[src/rtl/mips_div_unit.sv]
// ---------------------------------------------------------------------------
// mips_div_unit
//   Multi-cycle radix-2 restoring divider for the EX stage. Executes MIPS
//   DIV (signed) and DIVU (unsigned); quotient goes to LO, remainder to HI.
//   One shift/subtract iteration per clock, P_NBITS iterations per divide.
//
//   Optional build macro: DIV_EARLY_ZERO_EN
//     When defined, a zero divisor skips the iteration phase and the
//     divide-by-zero result is available one cycle after start.
//
// Ports
//   clk        rising-edge clock
//   rst        synchronous active-high reset
//   start      request a divide (only honoured in IDLE)
//   is_signed  1 = DIV, 0 = DIVU (sampled with start)
//   annul      synchronous abort of any in-flight divide
//   a, b       dividend / divisor (sampled with start)
//   busy       high while in RUN or DONE
//   stall      pipeline freeze, drives en = ~stall of ID/EX and EX/MEM
//   valid      one-cycle result strobe
//   quotient   registered LO result
//   remainder  registered HI result
// ---------------------------------------------------------------------------
module mips_div_unit #(
  parameter int P_NBITS = 32
) (
  input  logic               clk,
  input  logic               rst,
  input  logic               start,
  input  logic               is_signed,
  input  logic               annul,
  input  logic [P_NBITS-1:0] a,
  input  logic [P_NBITS-1:0] b,
  output logic               busy,
  output logic               stall,
  output logic               valid,
  output logic [P_NBITS-1:0] quotient,
  output logic [P_NBITS-1:0] remainder
);

  localparam int CW = $clog2(P_NBITS);
  localparam logic [CW-1:0] LAST_CNT = CW'(P_NBITS - 1);

  typedef enum logic [1:0] {
    S_IDLE = 2'd0,
    S_RUN  = 2'd1,
    S_DONE = 2'd2
  } state_t;

  // Two's complement negation of a result-width value.
  function automatic logic [P_NBITS-1:0] twos_neg(input logic [P_NBITS-1:0] v);
    return ~v + P_NBITS'(1);
  endfunction

  state_t               state_r;
  state_t               state_s;
  logic [CW-1:0]        cnt_r;
  logic [P_NBITS:0]     prem_r;      // partial remainder, one guard bit
  logic [P_NBITS-1:0]   quo_r;       // dividend shifts out, quotient shifts in
  logic [P_NBITS-1:0]   dvs_r;       // divisor magnitude
  logic                 q_neg_r;
  logic                 r_neg_r;
  logic                 dz_r;
  logic [P_NBITS-1:0]   a_orig_r;
  logic [P_NBITS-1:0]   quotient_r;
  logic [P_NBITS-1:0]   remainder_r;

  logic                 a_neg_s;
  logic                 b_neg_s;
  logic                 b_zero_s;
  logic [P_NBITS-1:0]   a_mag_s;
  logic [P_NBITS-1:0]   b_mag_s;
  logic [P_NBITS+1:0]   shl_s;
  logic [P_NBITS+1:0]   diff_s;
  logic                 fits_s;
  logic [P_NBITS:0]     prem_nx_s;
  logic [P_NBITS-1:0]   quo_nx_s;
  logic [P_NBITS-1:0]   quo_fin_s;
  logic [P_NBITS-1:0]   rem_fin_s;

  // Operand magnitudes and signs; -2^(N-1) negates onto itself, which is the
  // correct unsigned magnitude.
  always_comb begin
    a_neg_s  = is_signed & a[P_NBITS-1];
    b_neg_s  = is_signed & b[P_NBITS-1];
    b_zero_s = (b == {P_NBITS{1'b0}});
    if (a_neg_s) begin
      a_mag_s = twos_neg(a);
    end else begin
      a_mag_s = a;
    end
    if (b_neg_s) begin
      b_mag_s = twos_neg(b);
    end else begin
      b_mag_s = b;
    end
  end

  // One restoring step plus sign correction of the step's outcome, used on
  // the final iteration.
  always_comb begin
    shl_s     = {prem_r, quo_r[P_NBITS-1]};
    diff_s    = shl_s - {2'b00, dvs_r};
    fits_s    = ~diff_s[P_NBITS+1];
    quo_nx_s  = {quo_r[P_NBITS-2:0], fits_s};
    if (fits_s) begin
      prem_nx_s = diff_s[P_NBITS:0];
    end else begin
      prem_nx_s = shl_s[P_NBITS:0];
    end
    if (dz_r) begin
      quo_fin_s = {P_NBITS{1'b1}};
      rem_fin_s = a_orig_r;
    end else begin
      if (q_neg_r) begin
        quo_fin_s = twos_neg(quo_nx_s);
      end else begin
        quo_fin_s = quo_nx_s;
      end
      if (r_neg_r) begin
        rem_fin_s = twos_neg(prem_nx_s[P_NBITS-1:0]);
      end else begin
        rem_fin_s = prem_nx_s[P_NBITS-1:0];
      end
    end
  end

  // State register.
  always_ff @(posedge clk) begin
    if (rst) begin
      state_r <= S_IDLE;
    end else begin
      state_r <= state_s;
    end
  end

  // Next-state logic; annul returns to IDLE from anywhere.
  always_comb begin
    state_s = state_r;
    case (state_r)
      S_IDLE: begin
        if (start && !annul) begin
`ifdef DIV_EARLY_ZERO_EN
          if (b_zero_s) begin
            state_s = S_DONE;
          end else begin
            state_s = S_RUN;
          end
`else
          state_s = S_RUN;
`endif
        end else begin
          state_s = S_IDLE;
        end
      end
      S_RUN: begin
        if (annul) begin
          state_s = S_IDLE;
        end else if (cnt_r == LAST_CNT) begin
          state_s = S_DONE;
        end else begin
          state_s = S_RUN;
        end
      end
      S_DONE: begin
        state_s = S_IDLE;
      end
      default: begin
        state_s = S_IDLE;
      end
    endcase
  end

  // Datapath: operand capture, iteration, and result registers.
  always_ff @(posedge clk) begin
    if (rst) begin
      cnt_r       <= CW'(0);
      prem_r      <= {(P_NBITS+1){1'b0}};
      quo_r       <= {P_NBITS{1'b0}};
      dvs_r       <= {P_NBITS{1'b0}};
      q_neg_r     <= 1'b0;
      r_neg_r     <= 1'b0;
      dz_r        <= 1'b0;
      a_orig_r    <= {P_NBITS{1'b0}};
      quotient_r  <= {P_NBITS{1'b0}};
      remainder_r <= {P_NBITS{1'b0}};
    end else if (annul) begin
      // Abort keeps the last completed result visible.
      cnt_r <= CW'(0);
    end else begin
      case (state_r)
        S_IDLE: begin
          if (start) begin
            cnt_r    <= CW'(0);
            prem_r   <= {(P_NBITS+1){1'b0}};
            quo_r    <= a_mag_s;
            dvs_r    <= b_mag_s;
            q_neg_r  <= a_neg_s ^ b_neg_s;
            r_neg_r  <= a_neg_s;
            dz_r     <= b_zero_s;
            a_orig_r <= a;
`ifdef DIV_EARLY_ZERO_EN
            if (b_zero_s) begin
              quotient_r  <= {P_NBITS{1'b1}};
              remainder_r <= a;
            end
`endif
          end
        end
        S_RUN: begin
          prem_r <= prem_nx_s;
          quo_r  <= quo_nx_s;
          if (cnt_r == LAST_CNT) begin
            cnt_r       <= CW'(0);
            quotient_r  <= quo_fin_s;
            remainder_r <= rem_fin_s;
          end else begin
            cnt_r <= cnt_r + CW'(1);
          end
        end
        S_DONE: begin
          cnt_r <= CW'(0);
        end
        default: begin
          cnt_r <= CW'(0);
        end
      endcase
    end
  end

  // Status outputs are decoded from the state register; stall also reacts to
  // a same-cycle start so the front of the pipeline freezes immediately.
  assign busy      = (state_r == S_RUN) || (state_r == S_DONE);
  assign stall     = ((state_r == S_IDLE) && start && !annul) || (state_r == S_RUN);
  assign valid     = (state_r == S_DONE) && !annul;
  assign quotient  = quotient_r;
  assign remainder = remainder_r;

endmodule

[config.mk]
export PLATFORM = sky130hd
export DESIGN_NAME = mips_div_unit
export DESIGN_NICKNAME = d
export VERILOG_FILES = /design/src/rtl/mips_div_unit.sv
export SDC_FILE = /design/constraint.sdc
export NUM_CORES = 1
export LEC_CHECK = 0
export BUFFER_PORTS_ARGS = -buffer_cell sky130_fd_sc_hd__buf_4
export CAP_MARGIN = 10
export CORE_MARGIN = 1
export CORE_UTILIZATION = 54
export DETAILED_ROUTE_END_ITERATION = 7
export HOLD_SLACK_MARGIN = 0.08
export PLACE_DENSITY = 0.77
export SYNTH_ARGS = -nofsm -noshare
export SYNTH_HDL_FRONTEND = slang
export SYNTH_SLANG_ARGS = --single-unit
[constraint.sdc]
create_clock -name clk -period 5 [get_ports clk]
set_input_delay 0.75 -clock clk [delete_from_list [all_inputs] [get_ports clk]]
set_output_delay 0.75 -clock clk [all_outputs]
set_load 0.02 [all_outputs]
Word level (Yosys, flattened, before mapping):

Index checks and enable logic that the tools add are counted.

* bits in registers: 203
* input bits: 69
* output and inout port bits: 67
* logic and storage cells: 62

* add/sub/neg operators: 6
* eq/ne operators: 4
* multiplexer cells: 18
* bitwise gates (word level): 9
* reductions and logical operators: 14

Operators with widths (count)
* $mux W32: 7
* $add A32 B1 Y32 const B: 4
* $not A32 Y32: 4
* $mux W33: 2
* $pmux W33 S2: 1
* $pmux W32 S2: 1
* $sub A34 B32 Y34: 1
* $logic_not A32 Y1: 1
* $mux W5: 2
* $pmux W5 S2: 1
* $reduce_and A3 Y1: 3
* $add A5 B1 Y5 const B: 1
* $eq A5 B5 Y1 const B: 1
* $logic_and A1 B1 Y1: 4
* $mux W2: 2
* $pmux W2 S2: 1
* $and A1 B1 Y1: 2
* $eq A2 B1 Y1 const B: 1
* $eq A2 B2 Y1 const B: 1
* $logic_not A2 Y1: 1
* $logic_or A1 B1 Y1: 2
* $ne A2 B2 Y1 const B: 1
* $not A1 Y1: 2
* $reduce_bool A2 Y1: 1
* other kinds (4): 4

Logic depth before layout (Yosys ltp):

Gate-level depths: netlist of the first run.

* depth in word-level cells: 6
* mapped depth: 25
* gate-level depth less buffers: 21

Least setup slack after synthesis of the first run:

Ideal clock, no wire load.

* path type: register to register
* start point: register dvs_r[26]
* end point: register remainder_r[24] (netlist: remainder[24])
* setup time: 0.087 ns
* data arrival time: 4.835 ns
* required time: 4.913 ns
* path slack: 0.078 ns
* stages on the path, launching flop included: 24
* path buffers: 4
* clock period less this slack: 4.922 ns
* cells stage by stage: dfxtp_1 inv_1 ha_1 buf_6 a21oi_4 o21ai_2 a2111oi_4 o21ai_2 o21a_2 nor2_2 buf_6 buf_2 buf_2 mux2_2 inv_1 ha_1 nand2_1 nor3_1 o2111ai_1 mux2_2 or2_0 o41a_1 xor2_1 o31ai_1

* longest elaborated chain between the ends: 6

RTL lines
* start, declared: RTL line 60 `logic [P_NBITS-1:0] dvs_r;`
* start signal, assigned: RTL line 180 `dvs_r <= {P_NBITS{1'b0}};`
* start signal, assigned: RTL line 197 `dvs_r <= b_mag_s;`
* $sub A34 B32 Y34 *: RTL line 103 `diff_s = shl_s - {2'b00, dvs_r};`
* $mux W33 *: RTL line 106 `if (fits_s) begin`
* $not A32 Y32: RTL line 52 `return ~v + P_NBITS'(1);`
* $add A32 B1 Y32: RTL line 52
* $mux W32 *: RTL line 120 `if (r_neg_r) begin`
* $mux W32 *: RTL line 111 `if (dz_r) begin`
* end signal, assigned: RTL line 186 `remainder_r <= {P_NBITS{1'b0}};`
* end signal, assigned: RTL line 216 `remainder_r <= rem_fin_s;`
* end, declared: RTL line 66 `logic [P_NBITS-1:0] remainder_r;`

Every way passes the cells marked *; elsewhere a longest branch is shown, timed or not.
A chain may end at the register's enable or synchronous reset.

Worst setup path after layout of the first run:

* start point: register dvs_r[28]
* end point: register remainder_r[30] (netlist: remainder[30])

The elaborated chain is that of the path after synthesis.

==> results of run 1 <==
-- cell type report --
type | count | area (sq um)
multi-input combinational | 1397 | 8520
fill | 2152 | 8450
sequential | 203 | 4070
timing repair buffer | 159 | 1210
clock buffer | 30 | 663
tap | 319 | 399
inverter | 61 | 229
clock inverter | 14 | 215
-- per-stage QoR --
step	power, mW	hold WS (ns)	std cells	cell area (sq um)
3_5_place_dp	2.49	0.442	2139	14400
3_3_place_gp	2.49	0.439	2139	14400
5_1_grt	4.58	0.470	2183	15300
4_1_cts	4.41	0.451	2183	15300
6_report	4.41	0.451	2183	15300
2_1_floorplan	2.25	0.431	1779	13300
-- routing by layer --
metal / vias up / global-route usage / wire (microns)
li1: 6438 / - / -
met4: 0 / 0.108 / 1160
met3: 98 / 0.0547 / 4000
met5: - / 0 / 0
met2: 646 / 0.497 / 18200
met1: 6306 / 0.477 / 18400
-- synthesized netlist by cell type (10+ instances only) --
| cell | n |
|---|---|
| nand2b_1 | 11 |
| xnor2_1 | 61 |
| nor4_1 | 21 |
| o21ai_0 | 100 |
| ha_1 | 41 |
| dfxtp_1 | 203 |
| nand3_1 | 21 |
| nor2_1 | 192 |
| or3_1 | 18 |
| inv_1 | 60 |
| clkbuf_1 | 94 |
| o211ai_1 | 27 |
| a31oi_1 | 11 |
| a211oi_1 | 67 |
| and3_1 | 14 |
| xor2_1 | 79 |
| a21oi_1 | 168 |
| and2_1 | 11 |
| or4_1 | 12 |
| a22oi_1 | 16 |
| nand2_1 | 273 |
| o41ai_1 | 12 |
| o211a_1 | 15 |
| nand3b_1 | 10 |
| o31ai_1 | 27 |
| mux2i_1 | 22 |
| nor3_1 | 34 |
| buf_2 | 13 |
-- registers in the layout, summed over array words and instances (netlist names) --
name / count
prem_r: 33
r_neg_r: 1
quo_r: 32
a_orig_r: 32
dz_r: 1
dvs_r: 32
quotient: 32
q_neg_r: 1
cnt_r: 5
remainder: 32
state_r: 2
-- critical path: stages (launching register included) --
cell and delay, ns:
dfxtp_1 0.33, inv_1 0.05, ha_1 0.34, a21oi_1 0.23, o21ai_2 0.12, a2111oi_4 0.41
o21ai_2 0.17, o21a_4 0.30, nor2_4 0.16, mux2_2 0.38, inv_1 0.07, ha_1 0.21
nand3b_1 0.17, or4_1 0.51, nor2_1 0.13, o21ai_0 0.09, o31a_1 0.13, or2_1 0.24
o41ai_2 0.23, xnor2_1 0.12, a211oi_2 0.24
-- report_power, final --
| part | leakage, nW | switching [mW] | internal, mW |
|---|---|---|---|
| registers | 1.65 | 0.0438 | 1.66 |
| clock network | 0.428 | 0.732 | 1.20 |
| logic | 3.89 | 0.491 | 0.279 |
-- path summary, 6_finish.rpt --
kind / startpoint / cells past startpoint / to
max: dvs_r[28] / 20 / remainder[30]
min: a_orig_r[30] / 2 / a_orig_r[30]
max reg2reg: dvs_r[28] / 20 / remainder[30]
min reg2reg: a_orig_r[30] / 2 / a_orig_r[30]
-- cell families (layout without fill, tap and decap cells) --
family,count (synthesis),count (layout),share of synthesized area
mux,32,32,0.0254
xor+xnor,140,140,0.0925
flops,203,203,0.307
buf+inv,179,264,0.0545
simple gates,658,658,0.223
fa+ha+maj,42,42,0.0402
compound gates,525,525,0.258
==> results.yml, run 1 <==
drt:
  vias: 13488
  postRouteAntennaNets: 0
  routed_wl_microns: 41800
  post-route-drc-count: 0
  wl_per_cell_microns: 19.1
  first_pass_iters: 5
  via_per_inst: 6.18
  drt_iter0_drc: 1524
power:
  p_per_area_nw_per_um2: 288
  p_leak_nw: 5.97
  irDropWorstVdd_uv: 262
grt:
  grt_pass1_wl_microns: 64800
  track_usage: 0.331
  grt_start_max_net_pins: 67
  overflow: 0
  antenna_found_initial: 0
  grt_pass1_vias: 11926
floorplanning:
  die_width_microns: 159
  coreArea_sq_um: 23800
  die_h_microns: 159
  num_io_pins: 136
  die_area_sq_um: 25200
  initial_core_util: 0.558
  rows: 56
finish:
  layout_common_cells: "273 x nand2_1, 202 x dfxtp_1, 189 x nor2_1"
  layout-drive-gt1-share: 0.137
  layout.nets: 1957
  area_delta_synth_final_pct: 15.5
  layout_commonest_cell: "nand2_1"
  post-route-util: 0.644
  diodes: 0
logic_synthesis:
  synthCells: 1779
  syn_area_per_cell_sq_um: 7.45
  syn-num-nets: 1890
  synth_top_area_cell: "dfxtp_1"
  syn_area_sq_um: 13300
  synth_cell_types: 83
  yosys.area.top_type_share: 0.307
  synth_area_leaders: "dfxtp_1 31%, nand2_1 7.7%, a21oi_1 6.3%, nor2_1 5.4%, xor2_1 5.2%"
  ys_ff_latch: 203
  yosys_warnings: 0
  yosysSeqAreaShare: 0.307
  async_reset_ff_frac: 0
  synth_flop_cell: "dfxtp_1"
  synth_edf_count: 0
worst_setup_path:
  crit_type: "flip-flop to flip-flop"
  required_ns: 5.45
  cp-start-kind: "flip-flop"
  crit_fanout: 10
  worstPathArrival_ns: 5.16
  reg2reg_slack_ns: 0.28
  crit_path_end_kind: "flip-flop"
sta:
  worst_slack_ns: 0.282
  setup_violations: 0
  period_minus_slack_ns: 4.72
  max_freq_ghz: 0.212
  worstMarginPinSlew_ns: 1.14
  slew_violations: 0
  rsz0062_at_grt: "no"
  finalHoldViolCount: 0
  post-route-period-util: 0.944
  setup_tns_ns: 0
  worst_clock_skew_ns: 0.0133
  maxSlewHeadroom: 0.241
cts:
  clk_pin_slew_ns: 0.06
  numClockSinks: 203
  hold_buffers: 0
  post_cts_buffers: 0
  cts_resized: 0
  cts_tree: "yes"
  cts-buffers-inserted: 24
  cts_max_level: 1
  worstSkewPairLatency_ns: 0.53
  cts_buffer_depth: 3
  cts_root_buf: "clkbuf_16"
placed_design:
  hpwlAfterDp_microns: 30900
  portBuffers: 135
  finalWeightedCongestion: 0.922
  dp_slack_ns: 0.264
run_status:
  status: "complete, no violations"
hold_path:
  min-delay-path-class: "flip-flop to flip-flop"
run:
  drv_cap: 0
No activity file was read; power rests on OpenSTA's default activity.
==> run 2, diff against run 1 <==
Settings changed: BUFFER_PORTS_ARGS -buffer_cell sky130_fd_sc_hd__buf_4 to -buffer_cell sky130_fd_sc_hd__buf_2, PLACE_DENSITY 0.77 to default, PLACE_DENSITY_LB_ADDON from default to 0.25.
==> results.yml, run 2 (synthesized netlist as in run 1, its figures left out) <==
drt:
  routedLengthMet1_microns: 18100
  post-route-drc-count: 0
  routed_wl_microns: 40100
  wl_met3_microns: 2970
  via_per_inst: 6.13
  top_layer: "met5"
  vias: 13352
  postRouteAntennaNets: 0
  wl_met2_microns: 17800
  first_pass_iters: 6
  wl_per_cell_microns: 18.4
  drt_iter0_drc: 1085
cts:
  cts-buffers-inserted: 24
  cts_tree: "yes"
  worstSkewPairLatency_ns: 0.52
  numClockSinks: 203
  clk_pin_slew_ns: 0.06
  hold_buffers: 0
  cts_max_level: 1
  cts_buffer_depth: 3
  cts_root_buf: "clkbuf_16"
worst_setup_path:
  crit_type: "flip-flop to flip-flop"
  reg2reg_depth: 19
  cp-start-kind: "flip-flop"
  crit_fanout: 10
  worst_r2r_startpoint: "prem_r[17]"
  worstPathArrival_ns: 5.14
  startpoint: "prem_r[17]"
  crit_path_end_kind: "flip-flop"
  required_ns: 5.45
floorplanning:
  coreArea_sq_um: 23800
  rows: 56
  num_io_pins: 136
  die_h_microns: 159
  initial_core_util: 0.558
  die_width_microns: 159
  die_area_sq_um: 25200
finish:
  layout_commonest_cell: "nand2_1"
  layout.nets: 1957
  largest_register_ffs: 33
  stdcell_area_sq_um: 14900
  layout_common_cells: "273 x nand2_1, 202 x dfxtp_1, 189 x nor2_1"
  fillCellCount: 2192
  diodes: 0
  regArea_sq_um: 4070
  regMostFlops: "prem_r"
  multi_input_area_sq_um: 8530
  area_delta_synth_final_pct: 12.4
  layout-drive-gt1-share: 0.135
sta:
  max_freq_ghz: 0.213
  finalHoldViolCount: 0
  rsz0062_at_grt: "no"
  setup_tns_ns: 0
  post-route-period-util: 0.940
  maxSlewHeadroom: 0.241
  worst_clock_skew_ns: 0.0123
  setup_violations: 0
  worstMarginPinSlew_ns: 1.14
  slew_violations: 0
  period_minus_slack_ns: 4.70
power:
  p_leak_nw: 5.87
  irDropWorstVdd_uv: 262
  p_per_area_nw_per_um2: 287
hold_path:
  whs_path_depth: 2
  min_from: "a_orig_r[28]"
  min-delay-path-class: "flip-flop to flip-flop"
placed_design:
  finalWeightedCongestion: 0.916
  placement.cell_area_sq_um: 14100
  portBuffers: 135
  hpwlAfterDp_microns: 29500
grt:
  track_usage: 0.321
  grt_pass1_wl_microns: 63900
  antenna_found_initial: 2
  grt_pass1_vias: 12137
  overflow: 0
  grt_start_max_net_pins: 93
run_status:
  status: "complete, no violations"
run:
  drv_cap: 0
## run 2: per-stage QoR
step | cells | setup slack [ns] | utilization | power, mW | hold WS (ns)
2_1_floorplan | 1779 | 0.0782 | - | 2.25 | 0.431
3_3_place_gp | 2139 | 0.349 | 0.592 | 2.46 | 0.439
3_5_place_dp | 2139 | 0.243 | 0.592 | 2.47 | 0.444
4_1_cts | 2178 | 0.233 | 0.626 | 4.27 | 0.452
5_1_grt | 2178 | 0.0123 | 0.627 | 4.43 | 0.464
6_report | 2178 | 0.302 | 0.627 | 4.27 | 0.452
## run 2: final cells by class
class | instances | area share
Timing Repair Buffer | 159 | 0.0579
Sequential cell | 203 | 0.273
Inverter | 61 | 0.0154
Multi-Input combinational cell | 1397 | 0.573
Tap cell | 319 | 0.0268
Clock inverter | 5 | 0.00546
Clock buffer | 34 | 0.0490
## run 2: power by group
part           internal [mW]  switching (mW)  total (mW)
Clock                   1.11           0.703        1.81
Sequential              1.66          0.0418        1.71
Combinational          0.263           0.491       0.754
## run 2: timing repair
action / in CTS / in global routing
resized for setup: 0 / 7
buffers inserted: 0 / 0
endpoints found under the setup margin: 0 / 6
## run 2: per-layer routing
layer | global-route usage | up-vias
met5 | 0 | -
met4 | 0.101 | 4
met3 | 0.0460 | 95
met2 | 0.505 | 556
met1 | 0.452 | 6274
li1 | - | 6423
## run 2: worst max-delay path, stage by stage, from the launching register on
cell and delay, ns:
dfxtp_1 0.46, ha_1 0.37, a21oi_2 0.22, o211ai_1 0.11, a41oi_1 0.28, o21ai_2 0.14
o21a_4 0.30, nor2_4 0.16, mux2_2 0.37, inv_1 0.06, ha_1 0.21, nand2_1 0.07
nor3_1 0.20, buf_4 0.17, nand2b_1 0.05, nor4_1 0.34, o21ai_0 0.21, nor4_1 0.36
mux2_2 0.37, o21ai_0 0.14
## run 2: final timing paths
kind / endpoint / slack [ns]
setup / recovery: remainder[28] / 0.30
hold / removal: a_orig_r[28] / 0.45
setup reg to reg: remainder[28] / 0.30
hold reg to reg: a_orig_r[28] / 0.45
==> run 3, diff against run 2 <==
Settings changed: REMOVE_ABC_BUFFERS from default to 1.
==> results.yml, run 3 (synthesized netlist as in run 1, its figures left out) <==
run_status:
  status: "complete, no violations"
worst_setup_path:
  worstPathArrival_ns: 5.02
  crit_path_end_kind: "flip-flop"
  crit_fanout: 11
  cp-start-kind: "flip-flop"
  path_cells: "ha_2 > a21oi_4 > o21ai_2 > a2111oi_4 > o21ai_2 > o21a_2 > nor2_4 > mux2_2 > inv_1 > ha_1 > nand3b_1 > or4_1 > nor2_1 > o21ai_0 > o31a_1 > or2_1 > o31a_1 > mux2i_1 > a31oi_1"
  cpLargestDelayFamily: "compound AO/OA/AOI/OAI gates"
  cp_slowest_cell: "or4_1"
  cp_num_buf_inv: 1
  crit_type: "flip-flop to flip-flop"
  required_ns: 5.37
  critPathMaxStageDelay_ns: 0.47
placed_design:
  placed_cells: 2144
  finalWeightedCongestion: 0.943
  portBuffers: 135
  hpwlAfterDp_microns: 27300
grt:
  grt_start_max_net_pins: 91
  grt_pass1_wl_microns: 59400
  grt_pass1_vias: 11673
  antenna_found_initial: 1
  overflow: 0
  track_usage: 0.294
power:
  p_leak_nw: 5.93
  p_per_area_nw_per_um2: 290
  irDropWorstVdd_uv: 242
cts:
  hold_buffers: 0
  worstSkewPairLatency_ns: 0.53
  cts_buffer_depth: 3
  cts_root_buf: "clkbuf_16"
  post_cts_buffers: 0
  clk_pin_slew_ns: 0.06
  cts_tree: "yes"
  numClockSinks: 203
  cts_max_level: 1
  cts-buffers-inserted: 24
drt:
  vias: 12787
  wl_per_cell_microns: 16.9
  routed_wl_microns: 37000
  postRouteAntennaNets: 0
  first_pass_iters: 5
  post-route-drc-count: 0
  drt_iter0_drc: 1001
  via_per_inst: 5.84
finish:
  stdcell_count: 2188
  fillCellCount: 2155
  layout.nets: 1962
  layout_common_cells: "273 x nand2_1, 202 x dfxtp_1, 189 x nor2_1"
  layout_commonest_cell: "nand2_1"
  largest_register_ffs: 33
  layout-drive-gt1-share: 0.137
  area_delta_synth_final_pct: 13.1
  regMostFlops: "prem_r"
sta:
  setup_tns_ns: 0
  rsz0062_at_grt: "no"
  finalHoldViolCount: 0
  maxSlewHeadroom: 0.305
  worst_clock_skew_ns: 0.0123
  post-route-period-util: 0.931
  setup_violations: 0
  slew_violations: 0
  worstMarginPinSlew_ns: 1.04
  period_minus_slack_ns: 4.66
  max_freq_ghz: 0.215
floorplanning:
  coreArea_sq_um: 23800
  initial_core_util: 0.558
  die_width_microns: 159
  die_area_sq_um: 25200
  die_h_microns: 159
  num_io_pins: 136
  rows: 56
run:
  drv_cap: 0
hold_path:
  min-delay-path-class: "flip-flop to flip-flop"
## run 3: cell types whose count changed in the layout (fill, tap and decap cells not counted), sizes merged
cell | before | now
buf | 159 | 164
bufinv | 2 | 5
clkinv | 3 | 5
clkbuf | 34 | 33
diode | 0 | 1
## run 3: layout make-up
cell class / count / area [sq um] / area share
antenna: 1 / 2.50 / 0.000167
clock buffer: 33 / 686 / 0.0457
clock inverter: 10 / 178 / 0.0119
inverter: 61 / 229 / 0.0153
multi-input combinational: 1397 / 8520 / 0.568
sequential: 203 / 4070 / 0.271
tap: 319 / 399 / 0.0266
timing repair buffer: 164 / 912 / 0.0608
## run 3: worst paths after layout
check / slack (ns) / endpoint / from / cells past startpoint
worst max-delay path: 0.34 / remainder[26] / prem_r[25] / 19
worst min-delay path: 0.45 / dvs_r[17] / dvs_r[17] / 2
worst max register to register: 0.34 / remainder[26] / prem_r[25] / 19
worst min register to register: 0.45 / dvs_r[17] / dvs_r[17] / 2
## run 3: per-layer routing
layer / vias up / global-route usage / routed length (microns)
met5: - / 0 / 0
met4: 0 / 0.0966 / 933
met3: 66 / 0.0384 / 2380
met2: 440 / 0.491 / 16900
met1: 5842 / 0.391 / 16800
li1: 6439 / - / -
## run 3: metrics by stage
| stage | area (sq um) | utilization | hold slack [ns] | setup slack [ns] | total power, mW |
|---|---|---|---|---|---|
| final | 15000 | 0.631 | 0.452 | 0.344 | 4.35 |
| after global routing | 15000 | 0.631 | 0.470 | 0.0288 | 4.53 |
| after CTS | 15000 | 0.630 | 0.455 | 0.292 | 4.37 |
| after detailed placement | 14100 | 0.594 | 0.446 | 0.337 | 2.46 |
| after global placement | 14100 | 0.594 | 0.441 | 0.429 | 2.45 |
| after floorplan | 12800 | - | 0.425 | -1.12 | 2.22 |
## run 3: worst min-delay path, stage by stage (launching register included)
cell and delay, ns:
dfxtp_1 0.31, nand2_1 0.05, a21oi_1 0.05
## run 3: power breakdown
group	switching, mW	internal, mW
logic	0.465	0.265
registers	0.0415	1.66
clock network	0.701	1.21
total	1.21	3.14
## run 3: what timing repair did
item                                    in CTS  in global routing
endpoints found under the hold margin        0                  0
resized for setup                            0                  4
endpoints found under the setup margin       0                  1
